File: config.mk
export PLATFORM = sky130hd
export DESIGN_NAME = fetch_stage_flat
export DESIGN_NICKNAME = d
export VERILOG_FILES = /design/src/rtl/fetch_pkg.sv /design/src/rtl/fetch_stage_if.sv /design/src/rtl/fetch_stage_if_id_reg.sv /design/src/rtl/fetch_stage.sv /design/src/flat_wrapper.sv
export SDC_FILE = /design/constraint.sdc
export NUM_CORES = 1
export LEC_CHECK = 0
export ABC_AREA = 1
export CAP_MARGIN = 20
export CORE_UTILIZATION = 53
export DETAILED_ROUTE_END_ITERATION = 10
export PLACE_DENSITY = 0.85
export SLEW_MARGIN = 15
export SYNTH_ARGS = -nofsm -noshare
export SYNTH_HDL_FRONTEND = slang
export SYNTH_SLANG_ARGS = --single-unit
File: constraint.sdc
create_clock -name clk_i -period 8.4 [get_ports clk_i]
set_input_delay 2.52 -clock clk_i [delete_from_list [all_inputs] [get_ports clk_i]]
set_output_delay 2.52 -clock clk_i [all_outputs]
set_load 0.01 [all_outputs]
File: src/rtl/fetch_pkg.sv
// Shared types and constants for the instruction fetch stage.
// Holds the FSM state encoding, the bubble instruction word and the default boot PC.
package fetch_pkg;

  typedef enum logic [1:0] {
    BOOT  = 2'd0,
    FETCH = 2'd1,
    DROP  = 2'd2,
    HOLD  = 2'd3
  } fetch_state_t;

  localparam logic [31:0] NOP_INSTR        = 32'h0000_0000;
  localparam logic [31:0] DEFAULT_RESET_PC = 32'h0000_0000;

endpackage

File: src/rtl/fetch_stage_if.sv
// Instruction memory request/response bus between fetch stage (master) and imem (slave).
// One outstanding request; imem_ready_i completes it, and imem_addr_o stays stable until then.
interface fetch_stage_if;

  logic        imem_req_o;
  logic [31:0] imem_addr_o;
  logic        imem_ready_i;
  logic [31:0] imem_data_i;

  modport master (
    output imem_req_o,
    output imem_addr_o,
    input  imem_ready_i,
    input  imem_data_i
  );

  modport slave (
    input  imem_req_o,
    input  imem_addr_o,
    output imem_ready_i,
    output imem_data_i
  );

endinterface

File: src/rtl/fetch_stage_if_id_reg.sv
// IF/ID pipeline register: flush beats load, otherwise contents hold; 1-cycle latency.
// No backpressure of its own; the caller holds it by deasserting load.
module if_id_reg
  import fetch_pkg::*;
(
  input  logic        clk_i,
  input  logic        rst_i,
  input  logic        load,
  input  logic        flush,
  input  logic [31:0] instr,
  input  logic [31:0] pc_plus4,
  output logic [31:0] id_instr,
  output logic [31:0] id_pc_plus4,
  output logic        id_valid
);

  always_ff @(posedge clk_i or posedge rst_i) begin
    if (rst_i) begin
      id_instr    <= NOP_INSTR;
      id_pc_plus4 <= 32'd0;
      id_valid    <= 1'b0;
    end else if (flush) begin
      id_instr    <= NOP_INSTR;
      id_pc_plus4 <= 32'd0;
      id_valid    <= 1'b0;
    end else if (load) begin
      id_instr    <= instr;
      id_pc_plus4 <= pc_plus4;
      id_valid    <= 1'b1;
    end
  end

endmodule

File: src/rtl/fetch_stage.sv
// Fetch stage: PC/imem FSM feeding IF/ID, 1-cycle from imem_ready_i to IF/ID; stalls via pc_write_i into a hold buffer.
// Optional perf counters (stall cycles, redirects) are built when FETCH_PERF_CNT_EN is defined.
module fetch_stage
  import fetch_pkg::*;
#(
  parameter logic [31:0] RESET_PC = DEFAULT_RESET_PC
) (
  input  logic                 clk_i,
  input  logic                 rst_i,
  input  logic                 pc_write_i,
  input  logic                 if_id_flush_i,
  input  logic                 mem_pc_select_i,
  input  logic [31:0]          mem_branch_target_i,
  fetch_stage_if.master        imem,
  output logic [31:0]          id_instr_o,
  output logic [31:0]          id_pc_plus4_o,
  output logic                 id_valid_o
`ifdef FETCH_PERF_CNT_EN
  ,
  output logic [31:0]          perf_stall_cnt_o,
  output logic [31:0]          perf_redirect_cnt_o
`endif
);

  fetch_state_t state;
  logic [31:0]  pc;
  logic [31:0]  hold_buf;
  logic [31:0]  addr_q;
  logic         req_q;

  logic         redirect;
  logic         ready;
  logic [31:0]  pc_plus4;
  logic         ifid_load;
  logic         ifid_flush;
  logic [31:0]  ifid_instr;

  assign imem.imem_req_o  = req_q;
  assign imem.imem_addr_o = addr_q;

  always_comb begin
    ready     = imem.imem_ready_i;
    redirect  = mem_pc_select_i && (state != BOOT);
    pc_plus4  = pc + 32'd4;
    ifid_load = pc_write_i && (((state == FETCH) && ready) || (state == HOLD));
    // Pipeline advancing with nothing fetched (waiting or dropping) inserts a bubble.
    ifid_flush = redirect || if_id_flush_i ||
                 (pc_write_i && (((state == FETCH) && !ready) || (state == DROP)));
    ifid_instr = (state == HOLD) ? hold_buf : imem.imem_data_i;
  end

  always_ff @(posedge clk_i or posedge rst_i) begin
    if (rst_i) begin
      state    <= BOOT;
      pc       <= RESET_PC;
      hold_buf <= 32'd0;
      addr_q   <= RESET_PC;
      req_q    <= 1'b0;
    end else begin
      case (state)
        BOOT: begin
          state  <= FETCH;
          req_q  <= 1'b1;
          addr_q <= pc;
        end
        FETCH: begin
          if (redirect) begin
            pc       <= mem_branch_target_i;
            hold_buf <= 32'd0;
            // Without a response the old address must stay on the bus until it completes.
            if (ready) addr_q <= mem_branch_target_i;
            else       state  <= DROP;
          end else if (ready && pc_write_i) begin
            pc     <= pc_plus4;
            addr_q <= pc_plus4;
          end else if (ready) begin
            hold_buf <= imem.imem_data_i;
            state    <= HOLD;
            req_q    <= 1'b0;
          end
        end
        HOLD: begin
          if (redirect) begin
            pc       <= mem_branch_target_i;
            hold_buf <= 32'd0;
            addr_q   <= mem_branch_target_i;
            state    <= FETCH;
            req_q    <= 1'b1;
          end else if (pc_write_i) begin
            pc     <= pc_plus4;
            addr_q <= pc_plus4;
            state  <= FETCH;
            req_q  <= 1'b1;
          end
        end
        DROP: begin
          if (redirect) begin
            pc       <= mem_branch_target_i;
            hold_buf <= 32'd0;
          end
          if (ready) begin
            state  <= FETCH;
            addr_q <= redirect ? mem_branch_target_i : pc;
          end
        end
        default: begin
          state <= BOOT;
          req_q <= 1'b0;
        end
      endcase
    end
  end

  if_id_reg u_if_id_reg (
    .clk_i       (clk_i),
    .rst_i       (rst_i),
    .load        (ifid_load),
    .flush       (ifid_flush),
    .instr       (ifid_instr),
    .pc_plus4    (pc_plus4),
    .id_instr    (id_instr_o),
    .id_pc_plus4 (id_pc_plus4_o),
    .id_valid    (id_valid_o)
  );

`ifdef FETCH_PERF_CNT_EN
  always_ff @(posedge clk_i or posedge rst_i) begin
    if (rst_i) begin
      perf_stall_cnt_o    <= 32'd0;
      perf_redirect_cnt_o <= 32'd0;
    end else begin
      if (!pc_write_i && (perf_stall_cnt_o != 32'hFFFF_FFFF))
        perf_stall_cnt_o <= perf_stall_cnt_o + 32'd1;
      if (redirect && (perf_redirect_cnt_o != 32'hFFFF_FFFF))
        perf_redirect_cnt_o <= perf_redirect_cnt_o + 32'd1;
    end
  end
`endif

endmodule

File: src/flat_wrapper.sv
// flat-port wrapper written by rule: the top's interface ports become plain ports
module fetch_stage_flat import fetch_pkg::*;
#(
  parameter logic [31:0] RESET_PC = DEFAULT_RESET_PC
)
  (clk_i, rst_i, pc_write_i, if_id_flush_i, mem_pc_select_i, mem_branch_target_i, id_instr_o, id_pc_plus4_o, id_valid_o, imem_imem_req_o, imem_imem_addr_o, imem_imem_ready_i, imem_imem_data_i);
  fetch_stage_if imem_i ();
  input  logic clk_i;
  input  logic rst_i;
  input  logic pc_write_i;
  input  logic if_id_flush_i;
  input  logic mem_pc_select_i;
  input  logic [31:0] mem_branch_target_i;
  output logic [31:0] id_instr_o;
  output logic [31:0] id_pc_plus4_o;
  output logic id_valid_o;
  output wire logic [$bits(imem_i.imem_req_o)-1:0] imem_imem_req_o;
  output wire logic [$bits(imem_i.imem_addr_o)-1:0] imem_imem_addr_o;
  input wire logic [$bits(imem_i.imem_ready_i)-1:0] imem_imem_ready_i;
  input wire logic [$bits(imem_i.imem_data_i)-1:0] imem_imem_data_i;
  assign imem_imem_req_o = imem_i.imem_req_o;
  assign imem_imem_addr_o = imem_i.imem_addr_o;
  assign imem_i.imem_ready_i = imem_imem_ready_i;
  assign imem_i.imem_data_i = imem_imem_data_i;
  fetch_stage #(.RESET_PC(RESET_PC)) u_core (.clk_i(clk_i), .rst_i(rst_i), .pc_write_i(pc_write_i), .if_id_flush_i(if_id_flush_i), .mem_pc_select_i(mem_pc_select_i), .mem_branch_target_i(mem_branch_target_i), .imem(imem_i), .id_instr_o(id_instr_o), .id_pc_plus4_o(id_pc_plus4_o), .id_valid_o(id_valid_o));
endmodule
==> impl_metrics.py, run 1 <==
metrics = {
    "global_route": {
        "antenna_found_initial": 1,
        "grt_overflow_total": 0,
        "grt_pass1_vias": 7973,
        "grt_max_degree": 102,
        "grt_first_pass_wirelength_mm": 39.9,
        "grt_usage": 0.306,
    },
    "timing": {
        "rsz0062_at_grt": "false",
        "finalMaxSlewViolations": 0,
        "fin_skew_ps": 9.69,
        "worst_pin_slew_ps": 1040,
        "fin_crit_ps": 5110,
        "period_share": 0.608,
        "setup_viol": 0,
        "setup_tns_ps": 0,
        "slew_headroom": 0.305,
        "holdWs_ps": 485,
        "fmax_mhz": 196,
        "hold_viol": 0,
    },
    "worst_setup_path": {
        "crit_buf_inv": 3,
        "cp-startpoint": "mem_pc_select_i",
        "cp-start-kind": "primary input",
        "reg2reg_from": "u_core.state[0]",
        "rr_worst_depth": 9,
        "cpPeakStageDelay_ps": 690,
        "cp_common_cell": "nand2_1",
        "path_cells": "clkdlybuf4s50_1 > nand2_4 > buf_4 > clkinv_1 > o211ai_1 > o21ai_0 > nand2_1 > nand2_1",
        "cp_data_required_time_ps": 8720,
        "regToRegEndpoint": "u_core.pc[3]",
        "slowest_stage": "buf_4",
        "crit_arrival_ps": 5430,
        "path_class": "primary input to flip-flop",
        "r2r_slack_ps": 4630,
        "cp_max_fo": 69,
        "worstSetupEndpointType": "flip-flop",
        "critPathTopFamily": "buffers and inverters",
    },
    "route": {
        "vias_per_cell": 5.83,
        "wl_mm": 24.6,
        "firstDrtPassIters": 5,
        "ant_nets": 0,
        "drcViolationCount": 0,
        "vias": 8439,
        "wl_per_cell_um": 17.0,
        "drt_iter0_drc": 939,
    },
    "clock_tree": {
        "cts-htree-levels": 4,
        "cts_root_buf": "clkbuf_16",
        "holdBufCountCts": 0,
        "cts_resized": 0,
        "clockBufferDepth": 2,
        "path_clk_slew_ps": 70,
        "clk_latency_ps": 440,
        "cts_tree": "done",
        "cts_setup_buffers": 0,
        "clock-sinks": 164,
        "cts_buffers": 17,
    },
    "synth": {
        "ys_seq_area_frac": 0.474,
        "syn_nets": 1154,
        "ys_seq_elements": 164,
        "syn-instance-count": 1083,
        "synth_cell_types": 36,
        "avgSynthCellArea_um2": 7.99,
        "yosysWarnings": 0,
        "netlist_area_mm2": 0.00866,
    },
    "cells_and_area": {
        "layout-drive-gt1-share": 0.0512,
        "final_area_mm2": 0.0110,
        "nets": 1289,
        "syn2layout_area_growth_pct": 26.5,
        "nFillCells": 1280,
    },
    "floorplan": {
        "rows": 46,
        "initial_utilization": 0.543,
        "core_area_mm2": 0.0159,
        "pin_count": 168,
        "dieArea_mm2": 0.0169,
        "die_y_um": 130,
        "chipWidth_um": 130,
    },
    "outcome": {
        "status": "completed",
    },
    "power": {
        "leakagePower_nw": 5.27,
        "intPower_mw": 2.17,
        "irDropWorstVdd_mv": 0.223,
        "swShare": 0.440,
        "comb_power_share": 0.477,
        "p_per_area_mw_per_mm2": 354,
        "power_frac_seq": 0.329,
        "clkPwrFrac": 0.193,
        "power_switching_mw": 1.71,
    },
    "hold_path": {
        "hold_end": "u_core.u_if_id_reg.id_pc_plus4[25]",
        "min_from": "u_core.u_if_id_reg.id_pc_plus4[25]",
        "hold_depth": 1,
        "hp-class": "flip-flop to flip-flop",
    },
    "placement": {
        "io_buffers": 167,
        "placed_cell_area_mm2": 0.0104,
        "gp_congestion": 0.919,
        "dp_hpwl_mm": 16.1,
    },
    "run": {
        "cap_violations": 0,
    },
}
through the flow:
stage	std cells	setup slack [ps]	total power, mW	util
CTS	1446	3380	3.85	0.686
finish	1448	3290	3.88	0.687
global route	1448	3090	4.15	0.687
detailed placement	1414	2940	3.08	0.650
floorplan	1083	1450	2.48	-
global placement	1414	3030	3.03	0.650
layer usage:
metal	global-route usage	routed length, um	vias to the layer above
met5	0	0	-
met2	0.496	11900	461
met3	0.0549	2100	54
li1	-	-	3916
met1	0.412	9980	4008
met4	0.120	637	0
flip-flops by register name (all words and copies together), names as in the netlist:
register and count:
u_core.u_if_id_reg.id_valid 1, u_core.imem.imem_req_o 1, u_core.pc 32, u_core.imem.imem_addr_o 32
u_core.u_if_id_reg.id_pc_plus4 32, u_core.state 2, u_core.u_if_id_reg.id_instr 32, u_core.hold_buf 32
cell usage after synthesis:
master    instances  share of area
a22o_1            2         0.0020
o211ai_1          3         0.0026
nor2_4            2         0.0026
a31oi_1           4         0.0029
mux2i_1          25          0.029
o21ai_1          10         0.0058
buf_4             8         0.0069
nor2_1          148          0.064
o21ai_0          84          0.049
a21o_1           19          0.016
xor2_1            6         0.0061
buf_2            31          0.018
inv_1            83          0.036
nand3_1          87          0.050
a21oi_1          65          0.038
a21boi_1         13          0.011
a32oi_1           1         0.0010
inv_2             6         0.0026
ha_1              1         0.0014
nor3_1            6         0.0035
a211oi_1         24          0.021
clkbuf_1         17         0.0074
buf_1             1        0.00043
and2_1            4         0.0029
nor2_2            3         0.0022
a22oi_1           7         0.0061
nand2_2           4         0.0029
dfrtp_1         164           0.47
buf_6             1         0.0013
a31oi_4           1         0.0025
nand4_1           3         0.0022
nand4_2           1         0.0014
a32o_1           25          0.029
or2_2             5         0.0036
nand2_1         217          0.094
clkinv_1          2        0.00087
cell families after synthesis:
logic type | share of synthesized area
buffers and inverters | 0.0734
multiplexers | 0.0289
XOR/XNOR | 0.00607
AND/OR/NAND/NOR | 0.230
flip-flops | 0.474
AO/OA/AOI/OAI | 0.186
adder cells (fa/ha/maj) | 0.00144
final cells by class:
class | count | area (um2) | share of cell area
clock inverters | 15 | 140 | 0.0128
repair buffers | 174 | 1740 | 0.159
flip-flops and latches | 164 | 4100 | 0.375
well taps | 216 | 270 | 0.0247
clock buffers | 17 | 425 | 0.0388
diodes | 1 | 2.50 | 0.000228
multi-input cells | 770 | 3930 | 0.359
inverters | 91 | 347 | 0.0316
cell usage in the layout, fill, tap and decap left out, types with 5 or more instances in the layout:
master,synthesis,final
o21ai_0,84,84
buf_4,8,6
mux2i_1,25,25
a21boi_1,13,13
clkbuf_16,0,17
inv_1,83,82
o21ai_1,10,10
inv_2,6,6
a21o_1,19,19
inv_6,0,7
xor2_1,6,6
nor2_1,148,148
a21oi_1,65,65
nand2_1,217,216
dfrtp_1,164,164
or2_2,5,5
nand3_1,87,87
clkdlybuf4s50_1,0,167
a32o_1,25,25
a22oi_1,7,7
nor3_1,6,6
a211oi_1,24,24
how the worst max path moves through the flow:
| stage | endpoint | slack (ps) | cells past startpoint |
|---|---|---|---|
| 3_3_place_gp | u_core.pc[3] | 3030 | 8 |
| 6_report | u_core.pc[3] | 3290 | 8 |
| 3_5_place_dp | u_core.pc[3] | 2940 | 8 |
| 5_1_grt | u_core.pc[3] | 3090 | 8 |
| 4_1_cts | u_core.pc[3] | 3380 | 8 |
| 2_1_floorplan | u_core.hold_buf[0] | 1450 | 1 |
power by group through the flow:
stage	clock network (mW)	registers (mW)	logic, mW
CTS	0.756	1.27	1.82
global placement	0	1.27	1.76
global route	0.792	1.30	2.06
detailed placement	0	1.28	1.80
floorplan	0	1.27	1.21
finish	0.750	1.28	1.85
No activity file was read; power rests on OpenSTA's default activity.
==> inputs of run 2 (changes only) <==
- CORE_UTILIZATION: 53 -> 47
- PLACE_DENSITY: 0.85 -> 0.8
- clock period: 8.4 -> 4.5 ns (I/O delays scaled with it)
==> run 2 against run 1 <==
Compared with the run above:
- cell count is 1.5% higher
- combinational power is 88% higher
- register-to-register slack worse by 3000 ps
- design area is 1.2% higher
- sequential share of layout area is 0.46 points lower
- critical path type unchanged
==> impl_metrics.py, run 2 (synthesis gave the netlist of run 1 again) <==
metrics = {
    "global_route": {
        "antenna_found_initial": 1,
        "grt_max_degree": 70,
        "grt_usage": 0.269,
        "grt_pass1_vias": 7861,
        "grt_overflow_total": 0,
        "grt_first_pass_wirelength_mm": 39.2,
    },
    "clock_tree": {
        "holdBufCountCts": 0,
        "path_clk_slew_ps": 60,
        "clockBufferDepth": 2,
        "clock-sinks": 164,
        "cts-htree-levels": 4,
        "cts_setup_buffers": 0,
        "clk_latency_ps": 440,
        "cts_root_buf": "clkbuf_16",
        "cts_buffers": 17,
        "cts_resized": 0,
        "cts_tree": "done",
    },
    "floorplan": {
        "initial_utilization": 0.480,
        "core_area_mm2": 0.0180,
        "dieArea_mm2": 0.0190,
        "die_y_um": 138,
        "rows": 49,
        "pin_count": 168,
        "chipWidth_um": 138,
    },
    "route": {
        "drt_iter0_drc": 670,
        "wl_per_cell_um": 16.7,
        "drcViolationCount": 0,
        "wl_mm": 24.5,
        "firstDrtPassIters": 5,
        "vias_per_cell": 5.67,
        "ant_nets": 0,
        "vias": 8326,
    },
    "cells_and_area": {
        "final_common_cell": "nand2_1",
        "nets": 1297,
        "layout-drive-gt1-share": 0.0565,
        "syn2layout_area_growth_pct": 28.0,
        "final_cell_mix": "nand2_1 (216), clkdlybuf4s50_1 (167), dfrtp_1 (164)",
    },
    "worst_setup_path": {
        "path_class": "primary input to flip-flop",
        "cp_data_required_time_ps": 4850,
        "cp_max_fo": 42,
        "worstSetupEndpointType": "flip-flop",
        "r2r_slack_ps": 1650,
        "crit_arrival_ps": 3720,
        "cp-start-kind": "primary input",
    },
    "timing": {
        "hold_viol": 0,
        "fin_ws_ps": 1140,
        "fin_skew_ps": 12.5,
        "worst_pin_slew_ps": 896,
        "period_share": 0.747,
        "fmax_mhz": 297,
        "slew_headroom": 0.402,
        "rsz0062_at_grt": "false",
        "holdWs_ps": 475,
        "finalMaxSlewViolations": 0,
        "setup_tns_ps": 0,
        "setup_viol": 0,
        "fin_crit_ps": 3360,
    },
    "outcome": {
        "status": "completed",
    },
    "power": {
        "leakagePower_nw": 5.32,
        "irDropWorstVdd_mv": 0.339,
        "p_per_area_mw_per_mm2": 658,
    },
    "placement": {
        "post-place-ws_ps": 740,
        "dp_hpwl_mm": 16.5,
        "io_buffers": 167,
        "gp_congestion": 0.920,
    },
    "hold_path": {
        "hp-class": "flip-flop to flip-flop",
    },
    "run": {
        "cap_violations": 0,
    },
}
-- run 2: path summary, 6_finish.rpt --
kind                                               startpoint                            endpoint  depth (start not counted)
max reg2reg                                   u_core.state[1]                        u_core.pc[4]                          8
min in group asynchronous                               rst_i  u_core.u_if_id_reg.id_pc_plus4[21]                          2
min reg2reg                u_core.u_if_id_reg.id_pc_plus4[22]  u_core.u_if_id_reg.id_pc_plus4[22]                          1
min                        u_core.u_if_id_reg.id_pc_plus4[22]  u_core.u_if_id_reg.id_pc_plus4[22]                          1
max                                           mem_pc_select_i          u_core.imem.imem_addr_o[2]                         10
max in group asynchronous                               rst_i     u_core.u_if_id_reg.id_instr[27]                          3
-- run 2: per-layer routing --
| metal | part of all wire | up-vias | GRT usage |
|---|---|---|---|
| met5 | 0 | - | 0 |
| met4 | 0.026 | 0 | 0.109 |
| met3 | 0.068 | 49 | 0.0489 |
| met2 | 0.47 | 329 | 0.418 |
| met1 | 0.44 | 4019 | 0.372 |
| li1 | - | 3929 | - |
-- run 2: cell type report --
cell class                 count  area [um2]
antenna                        1        2.50
clock buffer                  21         470
clock inverter                11         118
fill                        1540        6940
inverter                      91         345
multi-input combinational    770        3930
sequential                   164        4100
tap                          229         287
timing repair buffer         182        1830
-- run 2: metrics by stage --
step / instances / total power, mW / cell area (um2) / util
floorplan: 1083 / 4.63 / 8660 / -
global placement: 1436 / 5.71 / 10500 / 0.582
detailed placement: 1436 / 5.80 / 10500 / 0.582
CTS: 1468 / 7.28 / 11100 / 0.615
global route: 1469 / 7.81 / 11100 / 0.615
finish: 1469 / 7.29 / 11100 / 0.615
-- run 2: critical path, cell delays in order --
cell	delay, ps
clkdlybuf4s50_1	660
nor2_1	120
nand2_1	100
o21ai_1	100
inv_2	90
nand2_2	200
inv_2	620
buf_4	280
nor2_1	50
a31oi_1	130
-- run 2: power breakdown --
| group | internal [mW] | switching [mW] | total, mW |
|---|---|---|---|
| clock | 0.819 | 0.640 | 1.46 |
| sequential | 1.98 | 0.380 | 2.36 |
| combinational | 1.37 | 2.11 | 3.47 |
